--- src/rtl/mem_arbiter.sv ---
// mem_arbiter: shares one RAM port between the instruction-fetch and the
// data-access requesters. Data wins by default; a starvation counter forces
// a fetch grant after STARVE_MAX consecutive data grants while a fetch waits.
// A watchdog aborts a grant that never sees ramready.
//
// Ports
//   CLK, RST                      clock, async active-high reset
//   iREN, iaddr                   fetch request (level) and address
//   dREN, dWEN, daddr, dstore     data request (level), address, write data
//   ihit, iload                   fetch completion pulse, fetch data
//   dhit, dload                   data completion pulse, read data
//   ramREN, ramWEN, ramaddr,
//   ramstore, ramload, ramready   shared RAM port
//   timeout                       one-cycle pulse after an aborted grant
module mem_arbiter #(
  parameter int STARVE_MAX = 4,
  parameter int TIMEOUT    = 255
) (
  input  logic        CLK,
  input  logic        RST,
  input  logic        iREN,
  input  logic [31:0] iaddr,
  input  logic        dREN,
  input  logic        dWEN,
  input  logic [31:0] daddr,
  input  logic [31:0] dstore,
  output logic        ihit,
  output logic [31:0] iload,
  output logic        dhit,
  output logic [31:0] dload,
  output logic        ramREN,
  output logic        ramWEN,
  output logic [31:0] ramaddr,
  output logic [31:0] ramstore,
  input  logic [31:0] ramload,
  input  logic        ramready,
  output logic        timeout
);

  localparam logic [3:0] STARVE_LIM = 4'(STARVE_MAX);
  localparam logic [9:0] WD_LIM     = 10'(TIMEOUT - 1);

  typedef enum logic [2:0] {IDLE, IGNT, DGNT, IDONE, DDONE} state_t;

  state_t      state_q, state_d;
  logic [31:0] addr_q, addr_d;
  logic [31:0] store_q, store_d;
  logic        wr_q, wr_d;
  logic [31:0] iload_q, iload_d;
  logic [31:0] dload_q, dload_d;
  logic [3:0]  starve_q, starve_d;
  logic [9:0]  wd_q, wd_d;
  logic        timeout_q, timeout_d;

  always_comb begin
    state_d   = state_q;
    addr_d    = addr_q;
    store_d   = store_q;
    wr_d      = wr_q;
    iload_d   = iload_q;
    dload_d   = dload_q;
    starve_d  = starve_q;
    wd_d      = wd_q;
    timeout_d = 1'b0;
    case (state_q)
      IDLE: begin
        // Starvation override first, then data priority, then plain fetch.
        if (iREN && (starve_q == STARVE_LIM || !(dREN || dWEN))) begin
          state_d  = IGNT;
          addr_d   = iaddr;
          store_d  = '0;
          wr_d     = 1'b0;
          starve_d = '0;
          wd_d     = '0;
        end else if (dREN || dWEN) begin
          state_d  = DGNT;
          addr_d   = daddr;
          store_d  = dstore;
          wr_d     = dWEN;  // read+write together is a write
          wd_d     = '0;
          if (!iREN)                    starve_d = '0;
          else if (starve_q < STARVE_LIM) starve_d = starve_q + 4'd1;
        end
      end
      IGNT, DGNT: begin
        // ramready beats a watchdog expiry in the same cycle.
        if (ramready) begin
          if (state_q == IGNT) begin
            iload_d = ramload;
            state_d = IDONE;
          end else begin
            if (!wr_q) dload_d = ramload;
            state_d = DDONE;
          end
        end else if (wd_q == WD_LIM) begin
          state_d   = IDLE;
          timeout_d = 1'b1;
        end else begin
          wd_d = wd_q + 10'd1;
        end
      end
      IDONE, DDONE: state_d = IDLE;
      default:      state_d = IDLE;
    endcase
  end

  always_ff @(posedge CLK or posedge RST) begin
    if (RST) begin
      state_q   <= IDLE;
      addr_q    <= '0;
      store_q   <= '0;
      wr_q      <= 1'b0;
      iload_q   <= '0;
      dload_q   <= '0;
      starve_q  <= '0;
      wd_q      <= '0;
      timeout_q <= 1'b0;
    end else begin
      state_q   <= state_d;
      addr_q    <= addr_d;
      store_q   <= store_d;
      wr_q      <= wr_d;
      iload_q   <= iload_d;
      dload_q   <= dload_d;
      starve_q  <= starve_d;
      wd_q      <= wd_d;
      timeout_q <= timeout_d;
    end
  end

  // RAM side is decoded only from flops, so strobes fall as soon as the
  // state register is reset.
  assign ramREN   = (state_q == IGNT) || (state_q == DGNT && !wr_q);
  assign ramWEN   = (state_q == DGNT) && wr_q;
  assign ramaddr  = (state_q == IGNT || state_q == DGNT) ? addr_q : '0;
  assign ramstore = (state_q == DGNT) ? store_q : '0;

  assign ihit    = (state_q == IDONE);
  assign dhit    = (state_q == DDONE);
  assign iload   = iload_q;
  assign dload   = dload_q;
  assign timeout = timeout_q;

endmodule

--- config.mk ---
export PLATFORM = sky130hd
export DESIGN_NAME = mem_arbiter
export DESIGN_NICKNAME = d
export VERILOG_FILES = /design/src/rtl/mem_arbiter.sv
export SDC_FILE = /design/constraint.sdc
export NUM_CORES = 1
export LEC_CHECK = 0
export CAP_MARGIN = 20
export CORE_ASPECT_RATIO = 0.6
export CORE_MARGIN = 4
export CORE_UTILIZATION = 47
export DETAILED_ROUTE_END_ITERATION = 10
export HOLD_SLACK_MARGIN = 0.05
export PLACE_DENSITY_LB_ADDON = 0.2
export SYNTH_ARGS = -nofsm -noshare
export SYNTH_HDL_FRONTEND = slang
export SYNTH_SLANG_ARGS = --single-unit
--- constraint.sdc ---
create_clock -name CLK -period 7.24 [get_ports CLK]
set_input_delay 1.086 -clock CLK [delete_from_list [all_inputs] [get_ports CLK]]
set_output_delay 1.086 -clock CLK [all_outputs]
set_load 0.01 [all_outputs]
# Yosys cells after proc, flatten, opt, wreduce, memory -nomap -nowiden
# Index checks and enable logic that the tools add are counted.
dict set report totals {
  output_inout_bits 133
  regBits 147
  wordCells 70
}
dict set report op_classes {
  eq_ne 11
  reduce_logical 19
  bitwise 2
  add_sub_neg 2
  n_mux 26
  magnitude_cmp 1
}
# op n
set ops {}
lappend ops {{two-way mux 32 bit} 6}
lappend ops {{two-way mux 10 bit} 4}
lappend ops {{case mux 10 bit (2 select lines)} 1}
lappend ops {{two-way mux 4 bit} 4}
lappend ops {{two-way mux 3 bit} 5}
lappend ops {{adder 10 x 1 -> 10 bit (second input constant)} 1}
lappend ops {{== test 10 x 8 -> 1 bit (second input constant)} 1}
lappend ops {{AND reduction 4 bit} 2}
lappend ops {{== test 3 x 2 -> 1 bit (second input constant)} 2}
lappend ops {{inequality test 3 bit (second input constant)} 2}
lappend ops {{case mux 3 bit (2 select lines)} 1}
lappend ops {{AND reduction 3 bit} 2}
lappend ops {{two-way mux 1 bit} 5}
lappend ops {{adder 4 x 1 -> 4 bit (second input constant)} 1}
lappend ops {{== test 4 x 3 -> 1 bit (second input constant)} 1}
lappend ops {{logical OR 1 bit} 4}
lappend ops {{less-than comparator 4 x 3 -> 1 bit (second input constant)} 1}
lappend ops {{inequality test 2 bit (second input constant)} 2}
lappend ops {{AND reduction 2 bit} 2}
lappend ops {{nonzero test 2 bit} 2}
lappend ops {{== test 3 x 1 -> 1 bit (second input constant)} 1}
lappend ops {{== test 3 bit (second input constant)} 1}
lappend ops {{logical AND 1 bit} 3}
lappend ops {{zero test 3 bit} 1}
lappend ops {{other kinds (4)} 6}

# Depth between registers and ports, before layout
# Gate-level depths: netlist of run 1.
dict set report depth {
  word_depth 6
  depth_mapped 8
  ltp_nobuf 6
}

# Least setup slack after synthesis of run 1
# OpenSTA, ideal clock, no wires.
dict set report synth_timing {
  kind {reg-to-output}
  start {register state_q[0]}
  end {output port ramaddr[10]}
  required_time_ns 6.154
  path_buffers 2
  stages_incl_launch_ff 5
  setup_slack_ns 4.892
  t_arrival_ns 1.262
  path_cell_list {dfrtp_1 buf_4 xor2_1 clkbuf_1 and3_1}
}
dict set report synth_between {
  elab_chain_len 3
}
# element line_no
set synth_lines {}
lappend synth_lines {{start, declared} 45} ;# state_t state_q, state_d;
lappend synth_lines {{start signal, assigned} 119} ;# state_q <= state_d;
lappend synth_lines {{== test 3 x 1 -> 1 bit / == test 3 x 2 -> 1 bit (equally long branches)} 135} ;# assign ramaddr = (state_q == IGNT || state_q == DGNT) ? addr_q : '0;
lappend synth_lines {{logical OR 1 bit *} 135}
lappend synth_lines {{two-way mux 32 bit *} 135}
lappend synth_lines {{end, declared} 33} ;# output logic [31:0] ramaddr,
# Mark *: on every way between the ends. The rest lies on a longest branch, timed or not.

# Final worst setup path of run 1
dict set report layout_timing {
  start {register state_q[1]}
  end {output port ramWEN}
}
dict set report layout_between {
  elab_chain_len 2
}
# element line_no
set layout_lines {}
lappend layout_lines {{== test 3 x 2 -> 1 bit} 134} ;# assign ramWEN = (state_q == DGNT) && wr_q;
lappend layout_lines {{logical AND 1 bit} 134}
lappend layout_lines {{end, declared} 32} ;# output logic ramWEN,
# Every way passes these cells.

==> results of run 1 <==
==> sequential cells by signal (all words and copies together), names as in the netlist <==
name / count
iload: 32
store_q: 32
addr_q: 32
state_q: 3
wd_q: 10
timeout: 1
starve_q: 4
dload: 32
wr_q: 1
==> cell type report <==
class	instances	area, µm²
Clock buffer	19	453
Clock inverter	13	114
Tap cell	192	240
Multi-Input combinational cell	409	2770
Sequential cell	147	3680
Timing Repair Buffer	272	2710
Fill cell	985	3740
Inverter	10	42.5
==> metrics by stage <==
step           setup slack, ns  instance area (µm²)  std cells  util, %  hold WS [ns]
2_1_floorplan             2.20                 6630        608        -         0.430
3_3_place_gp              3.65                 9430       1029     68.6         0.442
3_5_place_dp              3.55                 9430       1029     68.6         0.449
4_1_cts                   3.28                10000       1061     72.7         0.461
5_1_grt                   3.24                10000       1062     72.8         0.482
6_report                  3.41                10000       1062     72.8         0.460
==> worst paths after layout <==
check	from	to	slack (ns)	cells past startpoint
setup / recovery	state_q[1]$_DFFE_PP0P_	ramWEN	3.41	3
hold / removal	store_q[27]$_DFFE_PP0P_	store_q[27]$_DFFE_PP0P_	0.46	2
setup reg to reg	state_q[1]$_DFFE_PP0P_	dload[16]$_DFFE_PP0P_	4.10	4
hold reg to reg	store_q[27]$_DFFE_PP0P_	store_q[27]$_DFFE_PP0P_	0.46	2
max in group asynchronous	RST	wd_q[8]$_DFFE_PP0P_	4.77	3
min in group asynchronous	RST	iload[27]$_DFFE_PP0P_	1.21	2
==> power by group through the flow <==
stage | registers, µW | logic (µW) | clock network, µW
6_report | 1410 | 1920 | 841
5_1_grt | 1460 | 2080 | 896
4_1_cts | 1410 | 1930 | 857
3_5_place_dp | 1420 | 1920 | 0
3_3_place_gp | 1400 | 1870 | 0
2_1_floorplan | 1440 | 923 | 0
==> per-layer routing <==
layer	up-vias	track usage [%]	wire, µm
li1	2596	-	-
met1	2695	29.3	7830
met2	211	39.6	9300
met3	41	6.11	1270
met4	0	7.73	384
met5	-	0	0
==> kinds of logic (layout without fill, tap and decap cells) <==
group | Yosys count | after routing | synth area share, %
AO/OA/AOI/OAI | 64 | 64 | 5.89
XOR/XNOR | 2 | 2 | 0.264
adder cells (fa/ha/maj) | 4 | 4 | 0.755
buffers and inverters | 52 | 314 | 3.51
flip-flops | 147 | 147 | 55.5
multiplexers | 98 | 98 | 16.0
AND/OR/NAND/NOR | 241 | 241 | 18.1
==> layout by cell type (no fill, tap or decap), types with 2 or more instances in the layout <==
master	synthesis	final
clkdlybuf4s50_1	0	266
dfrtp_1	147	147
nand2_1	104	104
mux2_2	61	61
nand3_1	38	38
and2_1	36	36
o21ai_0	35	35
and3_1	35	35
mux2i_1	32	32
clkbuf_16	0	17
inv_1	10	9
nor2_1	8	8
inv_6	0	7
a31oi_1	6	6
mux2_1	5	5
a21oi_1	5	5
buf_4	5	5
nor3_1	4	4
o211ai_1	4	4
ha_1	4	4
clkinvlp_4	0	4
or3_1	3	3
o21ai_4	1	2
o21a_1	2	2
nand4_1	2	2
a22oi_1	2	2
nor4_1	2	2
clkbuf_8	0	2
inv_8	0	2
==> critical path, cell delays in order, from the launching register on <==
cell	delay, ns
dfrtp_1	0.60
nor3b_4	0.89
and2_1	0.28
clkdlybuf4s50_1	0.56
==> qor.txt, run 1 <==
share of total power in sequential cells - 33.8%
routed len/inst - 17.7 µm
Critical Path End Type - primary output
CTS clk-pin slew, worst paths - 0.07 ns
Mapped Cells - 608
clk buf depth - 2
top cell type by total area after synthesis - dfrtp_1
syn_area_per_cell - 10.9 µm²
Sw Share - 35.7%
CTS tree - yes
GR Overflow Total - 0
kind of critical path - reg2out
first drt pass iteration count - 7
worst skew pair latency - 0.41 ns
Vias - 5543
Fin. Hold Viols - 0
crit share post-route - 52.9%
Num CTS Buffers - 17
post-synthesis cell type count - 44
vias per inst - 5.22
antenna diode count - 0
Syn Nets - 746
global-route wire length before repair - 30.3 mm
unrepaired setup endpoints after global routing - no
PortBufs - 266
Hold-fix buffers, CTS - 0
max_cap viols - 0
crit path max fanout - 34
post-CTS sizing - 0
Critical Path RT - 6.15 ns
Core Area - 13700 µm²
Clock Power Share - 20.1%
area delta synth->final - 51.0%
Nets - 995
max-slew violation count - 0
design internal power - 2690 µW
clock root buffer - clkbuf_16
Seq/Total Area, Yosys - 55.5%
most common cell in the synthesized netlist - dfrtp_1
path type of the worst min-delay path - reg2reg
hpwl dp - 13.4 mm
Synth area leaders - dfrtp_1 55%, mux2_2 10%, nand2_1 5.9%
die width - 161 µm
post-layout min period - 3.83 ns
Peak Freq - 261 MHz
Yosys reg bits - 147
Yosys top cell area share - 55.5%
GRT Total Usage - 23.2%
leakage power - 0.00454 µW
post-route ant nets - 0
Die Y - 100 µm
mapped cell area - 6630 µm²
# setup viols final - 0
ys async rst share - 100%
setup_tns - 0 ns
Slew @ Worst Pin - 1.01 ns
status - finished clean
Setup Skew - 0.00815 ns
row count - 33
Relative slew margins - 32.4%
Pwr Total - 4180 µW
antenna violations before repair - 0
vias in the first global route - 5782
Starting DRT DRC Count - 321
Initial Util - 48.2%
combinational share of power - 46.1%
largest net degree at the start of global routing - 93
drt total wl - 18.8 mm
switching power - 1490 µW
H-Tree Depth - 4
critical path arrival - 2.74 ns
Main synth FF type - dfrtp_1
share of layout cells above drive strength 1 - 12.5%
Synth top cells by count - 147 x dfrtp_1, 104 x nand2_1, 61 x mux2_2
Post-synth EDFFs - 0
Post-route DRC - 0
Setup Fix Bufs, Post-CTS - 0
io pins - 267
die area - 16100 µm²
Max VDD drop - 0.212 mV
Final GP Congestion - 0.891
pwr/cell area - 417 nW/µm²
number of synthesis warnings - 0
CP Launch Type - flop
clock sink total - 147
(Power assumes the default switching activity.)
==> run 2, diff against run 1 <==
--- a/config.mk
+++ b/config.mk
@@ -8,7 +8,7 @@
 export CAP_MARGIN = 20
 export CORE_ASPECT_RATIO = 0.6
 export CORE_MARGIN = 4
-export CORE_UTILIZATION = 47
+export CORE_UTILIZATION = 39
 export DETAILED_ROUTE_END_ITERATION = 10
 export HOLD_SLACK_MARGIN = 0.05
 export PLACE_DENSITY_LB_ADDON = 0.2
==> constraint.sdc (replaced) <==
create_clock -name CLK -period 3.35 [get_ports CLK]
set_input_delay 0.5025 -clock CLK [delete_from_list [all_inputs] [get_ports CLK]]
set_output_delay 0.5025 -clock CLK [all_outputs]
set_load 0.01 [all_outputs]
==> run 2 against run 1 <==
Against the previous run:
- hold slack lost 0.0031 ns
- die area grew 19%
- first-iteration DRC count grew 71%
- non-clock buffer count grew 4
- global-route usage shrank 3.3 points
- sequential share of layout area shrank 0.46 points
- combinational power grew 120%
- setup slack lost 3.1 ns
- clock skew shrank 0.0012 ns
- largest cell class unchanged
- flip-flop and latch count is the same
- final area grew 1.3%
==> qor.txt, run 2 (same netlist as run 1, synthesis figures left out) <==
sequential cell area - 3680 µm² (unchanged)
hold_ws - 0.457 ns (-0.00306 ns)
Sw Share - 35.3% (-0.36 points)
Initial Util - 40.3% (-7.9 points)
crit share post-route - 90.8%
Setup Skew - 0.00698 ns (-0.00117 ns)
CP max stage delay - 0.63 ns (-0.26 ns)
unrepaired setup endpoints after global routing - no
Max VDD drop - 0.323 mV (+52%)
crit path max fanout - 30 (-12%)
CTS tree - yes
kind of critical path - reg2out
Relative slew margins - 28.6% (-3.8 points)
Nets - 999 (+0.40%)
multi-input logic area - 2770 µm² (unchanged)
most common cell after layout, fill and taps aside - clkdlybuf4s50_1
leakage power - 0.00459 µW (+1.1%)
# setup viols final - 0 (unchanged)
routed len/inst - 17.7 µm (-0.13%)
design internal power - 5930 µW (+120%)
row count - 36 (+9.1%)
die width - 176 µm (+9.3%)
Post-route DRC - 0 (unchanged)
Starting DRT DRC Count - 549 (+71%)
CP Launch Type - flop
antenna violations before repair - 0 (unchanged)
share of layout cells above drive strength 1 - 12.9% (+0.40 points)
Critical Path End Type - primary output
io pins - 267 (unchanged)
GRT Total Usage - 19.9% (-3.3 points)
Placed Area - 9540 µm² (+1.1%)
hpwl dp - 13.9 mm (+4.1%)
drt total wl - 19.5 mm (+3.6%)
Setup Fix Bufs, Post-CTS - 0 (unchanged)
critical path launch point - state_q[2]$_DFFE_PP0P_
global-route wire length before repair - 30.3 mm (about the same)
Critical Path RT - 2.85 ns (-3.30 ns)
path type of the worst min-delay path - reg2reg
post-CTS sizing - 0 (unchanged)
Final GP Congestion - 0.843 (-5.3%)
Peak Freq - 329 MHz
post-layout min period - 3.04 ns
min-delay src - store_q[8]$_DFFE_PP0P_
clk buf depth - 2 (unchanged)
vias in the first global route - 5697 (-1.5%)
post-route ant nets - 0 (unchanged)
PortBufs - 266 (unchanged)
CTS clk-pin slew, worst paths - 0.06 ns (about the same)
Num CTS Buffers - 17 (unchanged)
Core Area - 16400 µm² (+20%)
Clock Power Share - 21.1% (+1.0 points)
Slowest cell on crit path - inv_1
H-Tree Depth - 4 (unchanged)
Hold-fix buffers, CTS - 0 (unchanged)
clock root buffer - clkbuf_16
Fin. Hold Viols - 0 (unchanged)
worst skew pair latency - 0.42 ns (about the same)
post-route cell area - 10100 µm² (+1.3%)
share of total power in sequential cells - 33.3% (-0.5 points)
largest net degree at the start of global routing - 148 (+59%)
first drt pass iteration count - 4 (-3)
crit-path cells - inv_1, buf_4, and3_1, clkdlybuf4s50_1
GR Overflow Total - 0 (unchanged)
Slew @ Worst Pin - 1.06 ns (+0.0566 ns)
pwr/cell area - 905 nW/µm² (+120%)
area delta synth->final - 52.9%
critical path arrival - 2.54 ns (-0.20 ns)
antenna diode count - 0 (unchanged)
max-slew violation count - 0 (unchanged)
max_cap viols - 0 (unchanged)
switching power - 3240 µW (+120%)
clock sink total - 147 (unchanged)
status - finished clean
Vias - 5564 (+0.38%)
combinational share of power - 45.6% (-0.5 points)
setup_tns - 0 ns (unchanged)
worst r2r src - state_q[0]$_DFFE_PP0P_
fill cell count - 1301 (+32%)
die area - 19200 µm² (+19%)
vias per inst - 5.05 (-3.3%)
commonest non-fill, non-tap cells in the layout - 266 x clkdlybuf4s50_1, 147 x dfrtp_1, 104 x nand2_1
Die Y - 109 µm (+9.0%)
==> run 2: cell types whose count changed in the layout (fill, tap and decap cells not counted), sizes merged <==
cell      change
clkinv        +5
buf           +4
inv           -3
bufinv        +2
clkbuf        -2
clkinvlp      -2
==> run 2: power by group through the flow <==
stage | Combinational (µW) | Sequential, µW | Clock (µW)
final | 4190 | 3050 | 1940
after CTS | 4230 | 3060 | 1970
after global placement | 4110 | 3030 | 0
after floorplan | 2000 | 3120 | 0
after detailed placement | 4210 | 3080 | 0
after global routing | 4520 | 3160 | 2050
==> run 2: final timing paths <==
kind	endpoint	slack, ns	depth (start not counted)
worst max-delay path	ramaddr[0]	0.31	4
worst min-delay path	store_q[8]$_DFFE_PP0P_	0.46	2
worst max register to register	wd_q[8]$_DFFE_PP0P_	1.07	4
worst min register to register	store_q[8]$_DFFE_PP0P_	0.46	2
max in group asynchronous	addr_q[27]$_DFFE_PP0P_	2.08	3
min in group asynchronous	iload[27]$_DFFE_PP0P_	0.60	3
==> run 2: worst max-delay path: cells and delay by family, from the launching register on <==
family | cells | cell delay (ns)
AND/OR/NAND/NOR | 1 | 0.16
flip-flops | 1 | 0.51
buffers and inverters | 3 | 1.43
==> run 2: area by class of cell <==
cell class / instances / share of cell area [%]
tap: 228 / 2.81
sequential: 147 / 36.3
clock inverter: 15 / 1.70
multi-input combinational: 409 / 27.3
timing repair buffer: 276 / 27.3
clock buffer: 17 / 4.20
inverter: 10 / 0.407
==> run 2: through the flow <==
stage / total power [µW] / cells / setup slack [ns] / utilization [%]
final: 9180 / 1102 / 0.309 / 61.7
after global routing: 9720 / 1102 / 0.0909 / 61.7
after CTS: 9270 / 1102 / 0.292 / 61.7
after detailed placement: 7290 / 1070 / 0.761 / 58.0
after global placement: 7140 / 1070 / 0.812 / 58.0
after floorplan: 5120 / 608 / 1.00 / -
==> run 2: routing by layer <==
metal  track usage, %  up-vias  wire length (µm)
met5                0        -                 0
met4             5.95        0               370
met3             4.92       32              1230
met2             33.4      183              9570
met1             25.9     2738              8300
li1                 -     2611                 -
==> run 3, diff against run 2 <==
--- a/config.mk
+++ b/config.mk
@@ -12,6 +12,7 @@
 export DETAILED_ROUTE_END_ITERATION = 10
 export HOLD_SLACK_MARGIN = 0.05
 export PLACE_DENSITY_LB_ADDON = 0.2
+export REMOVE_ABC_BUFFERS = 1
 export SYNTH_ARGS = -nofsm -noshare
 export SYNTH_HDL_FRONTEND = slang
 export SYNTH_SLANG_ARGS = --single-unit
==> run 3 against run 2 <==
Against the previous run:
- register-to-register slack lost 0.22 ns
- die area unchanged
- setup slack worse by 0.063 ns
- critical path depth shrank 1
- first-iteration DRC count down 32%
- via count shrank 2.2%
- combinational power decreased by 1%
- cell count rose by 0.18%
- wire length shrank 4.3%
- utilization is 0.099 points lower
- clock power down 5%
- critical path type unchanged
- largest power group unchanged
- highest routed layer unchanged
==> qor.txt, run 3 (same netlist as run 1, synthesis figures left out) <==
multi-input logic area - 2770 µm² (-0.23%)
die width - 176 µm (unchanged)
Num CTS Buffers - 17 (unchanged)
Fin. Hold Viols - 0 (unchanged)
vias per inst - 4.93 (-2.4%)
GRT Total Usage - 19.2% (-0.73 points)
Critical Path RT - 2.85 ns (about the same)
Crit Reg-Reg Endpoint - dload[8]$_DFFE_PP0P_
Reg2Reg Setup Slack - 0.85 ns (-0.22 ns)
critical path launch point - state_q[2]$_DFFE_PP0P_
largest net degree at the start of global routing - 74 (-50%)
CTS clk-pin slew, worst paths - 0.06 ns (about the same)
# setup viols final - 0 (unchanged)
CP endpoint - dhit
area delta synth->final - 52.7%
kind of critical path - reg2out
CP max stage delay - 0.63 ns (about the same)
CTS tree - yes
worst skew pair latency - 0.42 ns (about the same)
commonest non-fill, non-tap cells in the layout - 266 x clkdlybuf4s50_1, 147 x dfrtp_1, 104 x nand2_1
post-layout min period - 3.10 ns (+0.0626 ns)
Relative slew margins - 36.7% (+8.2 points)
worst setup margin - 0.246 ns (-0.0626 ns)
first drt pass iteration count - 4 (unchanged)
Setup Fix Bufs, Post-CTS - 0 (unchanged)
Post-Place Cells - 1072 (+0.19%)
Nets - 1001 (+0.20%)
fill cell count - 1314 (+1.0%)
unrepaired setup endpoints after global routing - no
antenna diode count - 0 (unchanged)
most common cell after layout, fill and taps aside - clkdlybuf4s50_1
met1 Use GR - 25.3% (-0.62 points)
fin cells - 1104 (+0.18%)
clock sink total - 147 (unchanged)
die area - 19200 µm² (unchanged)
crit share post-route - 92.6% (+1.9 points)
sequential cell area - 3680 µm² (unchanged)
clock root buffer - clkbuf_16
crit-path cells - inv_1, nor3_1, clkdlybuf4s50_1
crit path max fanout - 35 (+17%)
clk buf depth - 2 (unchanged)
row count - 36 (unchanged)
routed len/inst - 16.9 µm (-4.5%)
Initial Util - 40.3% (unchanged)
Critical Path End Type - primary output
Die Y - 109 µm (unchanged)
worst r2r src - state_q[1]$_DFFE_PP0P_
status - finished clean
Top Family by Delay on Critical Path - buffers and inverters
Hold-fix buffers, CTS - 0 (unchanged)
H-Tree Depth - 4 (unchanged)
Core Area - 16400 µm² (unchanged)
Setup Skew - 0.0146 ns (+0.00759 ns)
pre-CTS setup slack - 0.791 ns (+0.0299 ns)
Buf+Inv Stages, Crit Path - 2 (-1)
M2 GR Usage - 30.7% (-2.7 points)
critical path arrival - 2.60 ns (+0.06 ns)
Starting DRT DRC Count - 375 (-32%)
max-slew violation count - 0 (unchanged)
leakage power - 0.00458 µW (about the same)
hpwl dp - 13.6 mm (-2.6%)
Vias - 5439 (-2.2%)
Most Crowded Layer GR - met2
Max VDD drop - 0.570 mV (+76%)
pwr/cell area - 895 nW/µm² (-1.2%)
share of layout cells above drive strength 1 - 13.1% (+0.20 points)
CP Depth - 3 (-1)
PortBufs - 266 (unchanged)
max_cap viols - 0 (unchanged)
vias in the first global route - 5685 (-0.21%)
antenna violations before repair - 0 (unchanged)
Post-route DRC - 0 (unchanged)
path type of the worst min-delay path - reg2reg
final core utilization - 61.6% (-0.099 points)
io pins - 267 (unchanged)
met3 Usage GRT - 5.44% (+0.52 points)
drt total wl - 18.6 mm (-4.3%)
Worst Reg-to-Reg Cells - 6 (+2)
GR Overflow Total - 0 (unchanged)
post-CTS sizing - 0 (unchanged)
global-route wire length before repair - 29.4 mm (-2.8%)
Final GP Congestion - 0.861 (+2.1%)
Slowest cell on crit path - clkdlybuf4s50_1
Peak Freq - 322 MHz (-2.0%)
CP Launch Type - flop
Slew @ Worst Pin - 0.942 ns (-0.121 ns)
post-route ant nets - 0 (unchanged)
## run 3: cell count changes in the layout (fill, tap and decap cells not counted), sizes merged
cell	previous run	this run
buf	10	12
bufinv	2	0
clkbuf	17	18
clkinv	6	2
inv	15	20
## run 3: final cells by class
type	instances	area share, %
Clock buffer	18	4.34
Clock inverter	14	1.31
Inverter	10	0.420
Multi-Input combinational cell	409	27.3
Sequential cell	147	36.3
Tap cell	228	2.82
Timing Repair Buffer	278	27.4
## run 3: worst reg2reg max path, delay by kind of cell, from the launching register on
family	cells	cell delay (ns)
simple gates	3	0.92
flops	1	0.57
buf+inv	2	0.53
mux	1	0.35
## run 3: worst min path at each step
stage,cells past startpoint,slack [ns],to,from
2_1_floorplan,2,0.43,store_q[0]$_DFFE_PP0P_,store_q[0]$_DFFE_PP0P_
3_3_place_gp,2,0.44,store_q[2]$_DFFE_PP0P_,store_q[2]$_DFFE_PP0P_
4_1_cts,2,0.46,store_q[27]$_DFFE_PP0P_,store_q[27]$_DFFE_PP0P_
3_5_place_dp,2,0.45,store_q[2]$_DFFE_PP0P_,store_q[2]$_DFFE_PP0P_
6_report,2,0.46,store_q[27]$_DFFE_PP0P_,store_q[27]$_DFFE_PP0P_
5_1_grt,2,0.48,store_q[27]$_DFFE_PP0P_,store_q[27]$_DFFE_PP0P_
## run 3: per-layer routing
metal  share of wire (%)  wire length, µm
met5                   0                0
met4                 2.2              411
met1                  44             8110
met2                  47             8800
met3                 7.0             1300
## run 3: power by group
part           internal (µW)  switching (µW)  total, µW  leakage, µW
registers               2590             461       3050      0.00182
logic                   2220            1940       4150      0.00249
clock network           1010             840       1850     0.000278
total                   5820            3240       9050      0.00458
## run 3: per-stage QoR
stage / setup TNS, ns / total power (µW) / area, µm² / hold slack, ns
after floorplan: -390.98 / 5070 / 6430 / 0.430
after global placement: 0 / 7150 / 9550 / 0.442
after detailed placement: 0 / 7270 / 9550 / 0.448
after CTS: 0 / 9180 / 10100 / 0.462
after global routing: 0 / 9660 / 10100 / 0.479
final: 0 / 9050 / 10100 / 0.459
